File: config.mk
export PLATFORM = sky130hd
export DESIGN_NAME = mc_alu
export DESIGN_NICKNAME = d
export VERILOG_FILES = /design/src/rtl/mc_alu_pkg.sv /design/src/rtl/mc_alu_mul.sv /design/src/rtl/mc_alu.sv
export SDC_FILE = /design/constraint.sdc
export NUM_CORES = 1
export LEC_CHECK = 0
export CAP_MARGIN = 20
export CORE_ASPECT_RATIO = 0.9
export CORE_MARGIN = 5
export CORE_UTILIZATION = 40
export DETAILED_ROUTE_END_ITERATION = 8
export PLACE_DENSITY = 0.72
export SLEW_MARGIN = 0
export SYNTH_ARGS = -nofsm -noshare
export SYNTH_HDL_FRONTEND = slang
export SYNTH_HIERARCHICAL = 1
export SYNTH_SLANG_ARGS = --single-unit
File: constraint.sdc
create_clock -name clk -period 4.9 [get_ports clk]
set_clock_uncertainty 0.2 [all_clocks]
set_input_delay 0.98 -clock clk [delete_from_list [all_inputs] [get_ports clk]]
set_output_delay 0.98 -clock clk [all_outputs]
set_load 0.05 [all_outputs]
File: src/rtl/mc_alu_pkg.sv
// Shared opcode and FSM definitions for the multi-cycle ALU.
package mc_alu_pkg;

    localparam int unsigned OPCODE_W = 4;

    typedef enum logic [OPCODE_W-1:0] {
        OP_AND = 4'b0000,
        OP_OR  = 4'b0001,
        OP_ADD = 4'b0010,
        OP_MUL = 4'b0011,
        OP_SUB = 4'b0100,
        OP_SLT = 4'b0111,
        OP_SLL = 4'b1000,
        OP_SRL = 4'b1001,
        OP_SRA = 4'b1010
    } opcode_e;

    typedef enum logic [1:0] {
        ST_IDLE,
        ST_BUSY,
        ST_DONE
    } state_e;

    // Signed overflow from sign bits only; carries out of the MSB are discarded.
    function automatic logic add_sub_ovf(input logic a_msb, input logic b_msb,
                                         input logic r_msb, input logic is_sub);
        if (is_sub)
            return (a_msb != b_msb) && (r_msb != a_msb);
        return (a_msb == b_msb) && (r_msb != a_msb);
    endfunction

endpackage

File: src/rtl/mc_alu_mul.sv
// Iterative shift-add multiplier: one partial product per cycle, WIDTH cycles.
module mc_alu_mul
    import mc_alu_pkg::*;
#(
    parameter int WIDTH = 32,
    parameter int SHW   = $clog2(WIDTH)
) (
    input  logic             clk,
    input  logic             rst_n,
    input  logic             start_i,
    input  logic [WIDTH-1:0] a_i,
    input  logic [WIDTH-1:0] b_i,
    output logic             done_o,
    output logic [WIDTH-1:0] product_o
);

    logic [WIDTH-1:0] mcand_q;
    logic [WIDTH-1:0] mplier_q;
    logic [WIDTH-1:0] acc_q;
    logic [WIDTH-1:0] acc_d;
    logic [SHW-1:0]   cnt_q;
    logic             busy_q;

    // The product presented with done_o already includes the last iteration.
    always_comb begin
        acc_d     = acc_q + (mplier_q[0] ? mcand_q : '0);
        done_o    = busy_q && (cnt_q == SHW'(WIDTH - 1));
        product_o = acc_d;
    end

    always_ff @(posedge clk) begin
        if (!rst_n) begin
            mcand_q  <= '0;
            mplier_q <= '0;
            acc_q    <= '0;
            cnt_q    <= '0;
            busy_q   <= 1'b0;
        end else if (start_i) begin
            mcand_q  <= a_i;
            mplier_q <= b_i;
            acc_q    <= '0;
            cnt_q    <= '0;
            busy_q   <= 1'b1;
        end else if (busy_q) begin
            acc_q    <= acc_d;
            mcand_q  <= mcand_q << 1;
            mplier_q <= mplier_q >> 1;
            cnt_q    <= cnt_q + SHW'(1);
            if (done_o)
                busy_q <= 1'b0;
        end
    end

endmodule

File: src/rtl/mc_alu.sv
// Multi-cycle ALU with valid/ready handshake. Define MC_ALU_MUL_EN to build the
// iterative multiplier; otherwise opcode 0011 behaves as an undefined opcode.
module mc_alu
    import mc_alu_pkg::*;
#(
    parameter int WIDTH = 32,
    parameter int SHW   = $clog2(WIDTH)
) (
    input  logic             clk,
    input  logic             rst_n,
    input  logic             in_valid,
    output logic             in_ready,
    input  logic [WIDTH-1:0] input_1,
    input  logic [WIDTH-1:0] input_2,
    input  logic [3:0]       ctrl,
    output logic             out_valid,
    input  logic             out_ready,
    output logic [WIDTH-1:0] result,
    output logic             zero,
    output logic             ovf
);

    state_e           state_q, state_d;
    logic [WIDTH-1:0] result_q, result_d;
    logic             zero_q, zero_d;
    logic             ovf_q, ovf_d;

    opcode_e          op;
    logic             accept;
    logic             is_mul_op;
    logic [WIDTH-1:0] alu_res;
    logic             alu_ovf;
    logic [WIDTH-1:0] sum;
    logic [WIDTH-1:0] diff;
    logic [SHW-1:0]   shamt;
    logic             shift_big;
    logic             mul_done;
    logic [WIDTH-1:0] mul_product;

    assign op        = opcode_e'(ctrl);
    assign in_ready  = (state_q == ST_IDLE) && rst_n;
    assign accept    = in_valid && in_ready;
    assign out_valid = (state_q == ST_DONE);
    assign result    = result_q;
    assign zero      = zero_q;
    assign ovf       = ovf_q;

`ifdef MC_ALU_MUL_EN
    assign is_mul_op = (op == OP_MUL);

    mc_alu_mul #(
        .WIDTH (WIDTH),
        .SHW   (SHW)
    ) u_mul (
        .clk       (clk),
        .rst_n     (rst_n),
        .start_i   (accept && is_mul_op),
        .a_i       (input_1),
        .b_i       (input_2),
        .done_o    (mul_done),
        .product_o (mul_product)
    );
`else
    assign is_mul_op   = 1'b0;
    assign mul_done    = 1'b0;
    assign mul_product = '0;
`endif

    // Any set bit at or above SHW means the amount is >= WIDTH.
    assign shamt     = input_2[SHW-1:0];
    assign shift_big = |input_2[WIDTH-1:SHW];
    assign sum       = input_1 + input_2;
    assign diff      = input_1 - input_2;

    always_comb begin
        alu_res = '0;
        alu_ovf = 1'b0;
        case (op)
            OP_AND: alu_res = input_1 & input_2;
            OP_OR:  alu_res = input_1 | input_2;
            OP_ADD: begin
                alu_res = sum;
                alu_ovf = add_sub_ovf(input_1[WIDTH-1], input_2[WIDTH-1], sum[WIDTH-1], 1'b0);
            end
            OP_SUB: begin
                alu_res = diff;
                alu_ovf = add_sub_ovf(input_1[WIDTH-1], input_2[WIDTH-1], diff[WIDTH-1], 1'b1);
            end
            OP_SLT: alu_res = {{(WIDTH-1){1'b0}}, ($signed(input_1) < $signed(input_2))};
            OP_SLL: alu_res = shift_big ? '0 : (input_1 << shamt);
            OP_SRL: alu_res = shift_big ? '0 : (input_1 >> shamt);
            OP_SRA: alu_res = shift_big ? {WIDTH{input_1[WIDTH-1]}}
                                        : WIDTH'($signed(input_1) >>> shamt);
            default: alu_res = '0;
        endcase
    end

    always_comb begin
        state_d  = state_q;
        result_d = result_q;
        ovf_d    = ovf_q;
        case (state_q)
            ST_IDLE: begin
                if (accept) begin
                    if (is_mul_op) begin
                        state_d = ST_BUSY;
                    end else begin
                        state_d  = ST_DONE;
                        result_d = alu_res;
                        ovf_d    = alu_ovf;
                    end
                end
            end
            ST_BUSY: begin
                if (mul_done) begin
                    state_d  = ST_DONE;
                    result_d = mul_product;
                    ovf_d    = 1'b0;
                end
            end
            ST_DONE: begin
                if (out_ready)
                    state_d = ST_IDLE;
            end
            default: state_d = ST_IDLE;
        endcase
        zero_d = (result_d == '0);
    end

    always_ff @(posedge clk) begin
        if (!rst_n) begin
            state_q  <= ST_IDLE;
            result_q <= '0;
            zero_q   <= 1'b1;
            ovf_q    <= 1'b0;
        end else begin
            state_q  <= state_d;
            result_q <= result_d;
            zero_q   <= zero_d;
            ovf_q    <= ovf_d;
        end
    end

endmodule
==> metrics.txt, run 1 <==
status=finished clean; Tcrit/Tclk final=99.46%; HP Start=ovf; hold path depth=2; Synth Register Bits=35; GP Congestion=1.076; crit path launch type=input port; fin crit period=4.874 ns; Post-DRT Antenna Nets=0; P&R area growth vs syn=44.17%; initial core utilization=40.63%; # H-tree levels=2; global-route wire length before repair=92390 µm; sequential area share after synthesis=6.364%; maximum fanout along the worst path=6; final wirelength=63640 µm; clk slew on worst S/H paths=0.06 ns; Ports=108; Total GRT Usage=39.27%; ratio of cells with drive above 1 in the final layout=29.45%; ANT cells=0; critical path data required time=4.89 ns; largest net degree at the start of global routing=48; Root Driver=clkbuf_16; Worst path max stage delay=0.57 ns; critical-path cell list=clkdlybuf4s50_1, buf_4, mux2_2, mux4_2, o211ai_1, buf_4, a31oi_1, a2111oi_1, o21ai_0, a211oi_1, and4_1, nand4_1, o41ai_2; total CTS buffers=5; async set or reset register ratio after synthesis=0%; Die W=184.9 µm; worst hold path class=register to register; crit-path leading delay family=compound AO/OA/AOI/OAI gates; CTS tree=yes; 1st-pass router iterations=6; buffer depth of the longest clock path=2; Die Y-Extent=167.4 µm; r2r endpoint=zero; max cap viols=0; leakage=7.074 nW; Core Util, Final=58.57%; Crit Path Class=input port to register; Synth Warn #=6; post-cts hold buffer count=0; Sink Count=35; CORE AREA=27100 µm²; post-DR wirelength/cell=27.15 µm; detailed placement HPWL=52990 µm; Worst EP arrival=4.87 ns; Worst Reg-to-Reg Cells=12; Worst setup EP type=register; Mapped Nets=1719; global route total overflow=0; RR Startpoint=state_q[1]; area of the die=30950 µm²; area leader, netlist=ha_1; non-filler cells, final=2344; number of buffers added on ports=107; top cells by area, synth=ha_1 (12%), dfxtp_1 (6.4%), mux4_2 (6.3%); Cell Rows=57; Starting DRT DRC Count=2415; fmax=0.2052 GHz; Cells after Synth=1536; Nets=2172; Post-synth EDFFs=0; DR vias/cell=6.414; Worst VDD drop=0.1119 mV; Placed Instances=2333; routed via count=15030; initial antenna violation count=0; final-report hold violation count=0; Slew Limit Fails=0; Worst Tran Pin Value=1.055 ns; slowest CP cell=clkdlybuf4s50_1; most frequent CP cell=buf_4; setup slack, reg-to-reg=1.48 ns; vias in the first global route=14400; Mapped Area=11010 µm²; Post-synth top flop=dfxtp_1; power per cell area=146.2 nW/µm²; # DRC=0; Distinct cells, synth=91; sum of buffers and inverters on the critical path=3; Synth top area share=12.39%; Mean Syn Cell Area=7.168 µm²; hold path endpoint=ovf; Slew HR=29.46%; Clk Latency, worst-skew pair=0.29 ns; Final setup viols=0
synth_stat cells, drive strengths merged, types with 22 or more instances:
master,number
a211oi,28
a21oi,118
a31oi,22
and2,31
buf,39
clkbuf,67
dfxtp,35
ha,109
inv,104
mux2,46
mux2i,56
mux4,33
nand2,147
nand3,36
nand4,22
nor2,128
nor3,36
o211ai,30
o21ai,100
o22ai,30
o31ai,24
xnor2,26
layer usage:
layer  global-route usage, %  routed length, µm  up-vias
met5                       0                  0        -
met4                   15.95               3565        0
met3                   12.28               8372      200
met2                   57.43              26140     1100
met1                   53.51              25560     7033
li1                        -                  -     6701
tightest hold or removal path, stage by stage (launching register included):
cell	delay, ns
dfxtp_1	0.33
nand3_1	0.06
o21ai_0	0.07
per-stage QoR:
stage	TNS (ns)	worst slack, ns	area [µm²]	power, mW	hold slack, ns
floorplan	0	0.05256	11020	1.093	0.4930
global placement	-0.6008	-0.4650	15460	1.862	0.2532
detailed placement	-0.8073	-0.4565	15460	1.870	0.2864
CTS	0	0.0006319	15660	2.236	0.2968
global route	-0.005069	-0.005069	15870	2.406	0.3564
finish	0	0.02631	15870	2.321	0.2959
cells in the final DEF (no fill, tap or decap), types with 8 or more instances in the layout:
master	Yosys	routed
ha_1	109	104
nand4_1	22	22
a221o_1	11	11
nor4_1	16	14
o21ai_0	92	90
nand3_1	36	36
mux2i_1	56	55
nor2b_1	17	16
nor2_1	128	127
o21ai_1	8	10
a21oi_1	118	117
o31ai_1	24	18
clkdlybuf4s50_1	0	101
mux2_2	35	35
nand2b_1	10	10
dfxtp_1	35	35
a211o_1	9	9
buf_4	7	438
a22oi_1	14	14
buf_12	1	8
a211oi_1	28	25
mux4_2	31	31
and3_1	12	12
and2_1	29	29
or3_1	8	8
inv_1	102	102
a221oi_1	15	14
a21o_1	16	16
nor3_1	36	31
a31oi_1	22	21
o211ai_1	30	30
o22ai_1	30	29
o221ai_1	10	10
o21bai_1	10	9
xnor2_1	26	26
nand2_1	147	147
kinds of logic after synthesis:
kind of cell	share of synthesized area [%]
AO/OA/AOI/OAI	31.81
AND/OR/NAND/NOR	21.89
buffers and inverters	8.148
multiplexers	16.82
adder cells (fa/ha/maj)	12.75
flip-flops	6.364
XOR/XNOR	2.227
cell type report:
cell class / count / area [µm²]
inverters: 106 / 397.9
repair buffers: 552 / 4506
multi-input cells: 1289 / 9671
fillers: 2646 / 11230
well taps: 354 / 442.9
clock buffers: 8 / 156.4
flip-flops and latches: 35 / 700.7
power breakdown:
part / internal (mW) / switching, mW
logic: 0.733 / 0.926
registers: 0.293 / 0.00767
clock network: 0.217 / 0.143
registers in the layout, summed over array words and instances, names as in the netlist:
name / flops
state_q: 1
ovf: 1
result: 32
zero: 1
worst max-delay path by stage:
stage | startpoint | endpoint | slack [ns] | cells after the start
5_1_grt | input_2[7] | zero | -0.005 | 18
3_5_place_dp | input_1[0] | zero | -0.46 | 16
6_report | input_1[23] | zero | 0.03 | 13
2_1_floorplan | input_2[1] | zero | 0.05 | 17
3_3_place_gp | input_1[0] | zero | -0.47 | 16
4_1_cts | input_1[0] | zero | 0.0006 | 17
repair_timing:
| item | 4_1_cts | 5_1_grt |
|---|---|---|
| setup endpoints to repair | 1 | 4 |
| pin swaps | 0 | 17 |
| resized for setup | 6 | 41 |
| buffers inserted | 0 | 3 |
No activity file was read; power rests on OpenSTA's default activity.
==> run 2: changes to the inputs <==
--- a/config.mk
+++ b/config.mk
@@ -9,9 +9,10 @@
 export CORE_ASPECT_RATIO = 0.9
 export CORE_MARGIN = 5
 export CORE_UTILIZATION = 40
+export CTS_CLUSTER_SIZE = 40
 export DETAILED_ROUTE_END_ITERATION = 8
 export PLACE_DENSITY = 0.72
-export SLEW_MARGIN = 0
+export SLEW_MARGIN = 30
 export SYNTH_ARGS = -nofsm -noshare
 export SYNTH_HDL_FRONTEND = slang
 export SYNTH_HIERARCHICAL = 1
==> run 2 against run 1 <==
Effect of this change: clock power hardly changed; utilization about the same; global-route usage stayed put; register-to-register slack got worse by 0.02 ns; first-iteration DRC count barely moved; power barely moved; combinational power hardly changed; wire length about the same; cell area is essentially flat; hold slack got worse by 0.0012 ns; critical path type unchanged; critical endpoint unchanged.
==> metrics.txt, run 2 (synthesis gave the netlist of run 1 again) <==
worst hold path class=register to register; Root Driver=clkbuf_16; status=finished clean; Worst Tran Pin Value=0.8903 ns; global route total overflow=0; ratio of cells with drive above 1 in the final layout=29.45%; CP endpoint=zero; Slew Limit Fails=0; Sink Count=35; Die Y-Extent=167.4 µm; leakage=7.079 nW; vias in the first global route=14400; Starting DRT DRC Count=2413; Core Util, Final=58.61%; ANT cells=0; max cap viols=0; routed via count=15110; critical path data required time=4.89 ns; initial antenna violation count=0; Tcrit/Tclk final=98.44%; CORE AREA=27100 µm²; RR Startpoint=state_q[1]; most frequent cells in the layout=buf_4 (438), nand2_1 (147), nor2_1 (127), a21oi_1 (117), ha_1 (104); Crit Path Class=input port to register; GP Congestion=1.076; # H-tree levels=2; Placed Instances=2333; power per cell area=146.0 nW/µm²; WHS=0.2947 ns; final wirelength=63670 µm; crit path launch type=input port; area of the die=30950 µm²; fin crit period=4.823 ns; non-filler cells, final=2344; Nets=2172; Cell Rows=57; Slew HR=40.43%; dpl cell area=15460 µm²; Worst EP arrival=4.82 ns; fmax=0.2073 GHz; detailed placement HPWL=52990 µm; Total GRT Usage=39.27%; Worst VDD drop=0.1116 mV; 1st-pass router iterations=6; clk slew on worst S/H paths=0.06 ns; buffer depth of the longest clock path=2; Final setup viols=0; Worst setup EP type=register; CP Launch Point=input_1[1]; final-report hold violation count=0; # DRC=0; P&R area growth vs syn=44.25%; post-DR wirelength/cell=27.16 µm; CTS tree=yes; Clk Latency, worst-skew pair=0.29 ns; largest net degree at the start of global routing=48; number of buffers added on ports=107; r2r endpoint=zero; Worst Reg-to-Reg Cells=12; global-route wire length before repair=92390 µm; final instance area=15880 µm²; initial core utilization=40.63%; maximum fanout along the worst path=3; commonest non-fill, non-tap cell in the layout=buf_4; total CTS buffers=5; Largest register FFs=32; Die W=184.9 µm; DR vias/cell=6.448; Final Total Pwr=2.319 mW; Ports=108; hold path depth=2; Post-DRT Antenna Nets=0; setup slack, reg-to-reg=1.46 ns
==> run 2: routing by layer <==
metal,vias up,GRT usage (%),wire length (µm)
met5,-,0,0
met4,0,15.95,3509
met3,195,12.28,8306
met2,1144,57.43,26210
met1,7084,53.51,25650
li1,6691,-,-
==> run 2: final cells by class <==
type,count,area [µm²]
fill,2646,11220
multi-input combinational,1289,9679
timing repair buffer,552,4506
sequential,35,700.7
tap,354,442.9
inverter,106,397.9
clock buffer,8,156.4
==> run 2: power by group <==
group          leakage, nW  switching, mW  internal, mW  total (mW)
combinational         6.72          0.924         0.734        1.66
sequential           0.284        0.00769         0.293       0.301
clock               0.0772          0.143         0.217       0.360
total                 7.08           1.07          1.24        2.32
==> run 2: per-stage QoR <==
step	setup WS (ns)	setup TNS, ns
final	0.07655	0
after global placement	-0.4650	-0.6008
after CTS	0.0006319	0
after global routing	-0.005069	-0.005069
after detailed placement	-0.4565	-0.8073
after floorplan	0.05256	0
==> run 2: what timing repair did <==
action,4_1_cts,5_1_grt
setup buffers,0,3
endpoints found under the setup margin,1,4
hold endpoints to repair,0,0
hold buffers,0,0
gates resized for setup,6,41
pin swaps,0,17
==> run 2: worst min path at each step <==
| stage | from | endpoint |
|---|---|---|
| after floorplan | ovf | ovf |
| after global placement | ovf | ovf |
| after detailed placement | ovf | ovf |
| after CTS | ovf | ovf |
| after global routing | ovf | ovf |
| final | ovf | ovf |
==> run 2: critical path: stages <==
cell and delay, ns:
clkdlybuf4s50_1 0.48, inv_1 0.11, ha_1 0.32, o21ba_2 0.24, or4_4 0.45, buf_4 0.16, nand2_1 0.07, a21oi_1 0.08
a221o_1 0.34, o21ai_0 0.20, a22oi_1 0.21, nor4b_4 0.29, buf_4 0.15, nor4b_4 0.26, nand4_1 0.17, o41ai_2 0.32
==> run 3: changes to the inputs <==
--- a/config.mk
+++ b/config.mk
@@ -9,9 +9,10 @@
 export CORE_ASPECT_RATIO = 0.9
 export CORE_MARGIN = 5
 export CORE_UTILIZATION = 40
+export CTS_CLUSTER_DIAMETER = 120
 export CTS_CLUSTER_SIZE = 40
 export DETAILED_ROUTE_END_ITERATION = 8
-export PLACE_DENSITY = 0.72
+export PLACE_DENSITY = 0.69
 export SLEW_MARGIN = 30
 export SYNTH_ARGS = -nofsm -noshare
 export SYNTH_HDL_FRONTEND = slang
==> constraint.sdc (replaced) <==
create_clock -name clk -period 5.5 [get_ports clk]
set_clock_uncertainty 0.2 [all_clocks]
set_input_delay 1.1 -clock clk [delete_from_list [all_inputs] [get_ports clk]]
set_output_delay 1.1 -clock clk [all_outputs]
set_load 0.05 [all_outputs]
==> run 3 against run 2 <==
Effect of this change: critical endpoint unchanged; utilization decreased by 8.4 points; critical path depth decreased by 4; largest power group unchanged; critical path type unchanged; cell area decreased by 14%; wire length decreased by 5.3%; sequential share of layout area increased by 0.74 points.
==> metrics.txt, run 3 (synthesis gave the netlist of run 1 again) <==
Placed Instances=2064; RR Startpoint=state_q[1]; CORE AREA=27100 µm²; Gate power share=67.8%; Clk Latency, worst-skew pair=0.29 ns; Slew Limit Fails=0; power per cell area=134.5 nW/µm²; switching power=0.8909 mW; Flop pwr share=14.7%; Worst Tran Pin Value=1.020 ns; RSZ-0062 raised after global routing=false; ratio of cells with drive above 1 in the final layout=16.30%; vias in the first global route=13190; buffer depth of the longest clock path=2; WHS=0.2985 ns; register area=700.7 µm²; post-cts repair resize count=0; Cell Rows=57; final-report hold violation count=0; routed via count=14160; Worst setup EP type=register; # DRC=0; initial antenna violation count=1; most frequent cells in the layout=buf_4 (166), nand2_1 (147), nor2_1 (128), a21oi_1 (118), ha_1 (109); Tcrit/Tclk final=94.74%; Starting DRT DRC Count=2196; power share of the clock group=17.6%; CP Launch Point=input_1[19]; initial core utilization=40.63%; number of buffers added on ports=107; status=finished clean; setup TNS=0 ns; Core Util, Final=50.22%; # H-tree levels=2; area of the multi-input gates=9448 µm²; global route total overflow=0; final instance area=13610 µm²; P&R area growth vs syn=23.60%; Slew HR=32.03%; detailed placement HPWL=48830 µm; Die W=184.9 µm; Ports=108; largest net degree at the start of global routing=63; Worst EP arrival=5.21 ns; FILL cells=2761; GP Congestion=1.083; Crit Path Class=input port to register; leakage=5.703 nW; Setup WS pre-CTS=0.07429 ns; Sink Count=35; Post-CTS Setup Repair Bufs=0; Root Driver=clkbuf_16; non-filler cells, final=2073; fin crit period=5.211 ns; Worst VDD drop=0.09927 mV; sw frac=48.68%; worst hold path class=register to register; CTS tree=yes; 1st-pass router iterations=6; Die Y-Extent=167.4 µm; fmax=0.1919 GHz; area of the die=30950 µm²; Total GRT Usage=36.99%; final wirelength=60270 µm; post-DR wirelength/cell=29.08 µm; fin worst setup slack=0.2894 ns; global-route wire length before repair=87140 µm; crit path launch type=input port; critical path data required time=5.50 ns; dpl cell area=13450 µm²; commonest non-fill, non-tap cell in the layout=buf_4; post-cts hold buffer count=0; Internal=0.9391 mW; Final Total Pwr=1.830 mW; clk slew on worst S/H paths=0.06 ns; Nets=1900; Largest register FFs=32; Post-DRT Antenna Nets=0; HP Start=ovf; total CTS buffers=5; Final setup viols=0; max cap viols=0; DR vias/cell=6.828; maximum fanout along the worst path=6
run 3: cell types whose count changed in the layout (fill, tap and decap cells not counted), sizes merged:
cell / before / now
clkbuf: 8 / 7
clkdlybuf4s50: 101 / 104
buf: 449 / 176
dlymetal6s2s: 2 / 0
clkinvlp: 0 / 1
diode: 0 / 1
run 3: cell type report:
cell class | instances | area share (%)
antenna | 1 | 0.01839
clock buffer | 7 | 1.122
clock inverter | 1 | 0.05516
inverter | 106 | 2.924
multi-input combinational | 1289 | 69.42
sequential | 35 | 5.148
tap | 354 | 3.255
timing repair buffer | 280 | 18.06
run 3: final timing paths:
kind	to	cells past startpoint	slack [ns]
setup / recovery	zero	12	0.29
hold reg to reg	ovf	2	0.30
setup reg to reg	zero	11	1.95
hold / removal	ovf	2	0.30
run 3: per-layer routing:
metal  wire [µm]  GRT usage [%]  up-vias  share of wire [%]
met5           0              0        -                  0
met4        3329          14.23        0                5.5
met3        7893          11.45      186                 13
met2       24470          53.63     1057                 41
met1       24580          51.19     6760                 41
li1            -              -     6152                  -
run 3: worst max-delay path, stage by stage:
cell and delay (ns):
clkdlybuf4s50_1 0.60, buf_4 0.27, mux4_2 0.54, mux2i_1 0.42, nor2_1 0.11, o21ai_1 0.44, o211ai_1 0.19, a221oi_1 0.40
nand4b_1 0.22, nor4b_2 0.44, nand4_1 0.16, o41ai_2 0.32
run 3: power groups by stage:
stage          combinational [mW]  sequential (mW)  clock [mW]
2_1_floorplan               0.676            0.297           0
3_3_place_gp                 1.19            0.274           0
3_5_place_dp                 1.19            0.274           0
4_1_cts                      1.19            0.268       0.318
5_1_grt                      1.29            0.269       0.332
6_report                     1.24            0.269       0.321
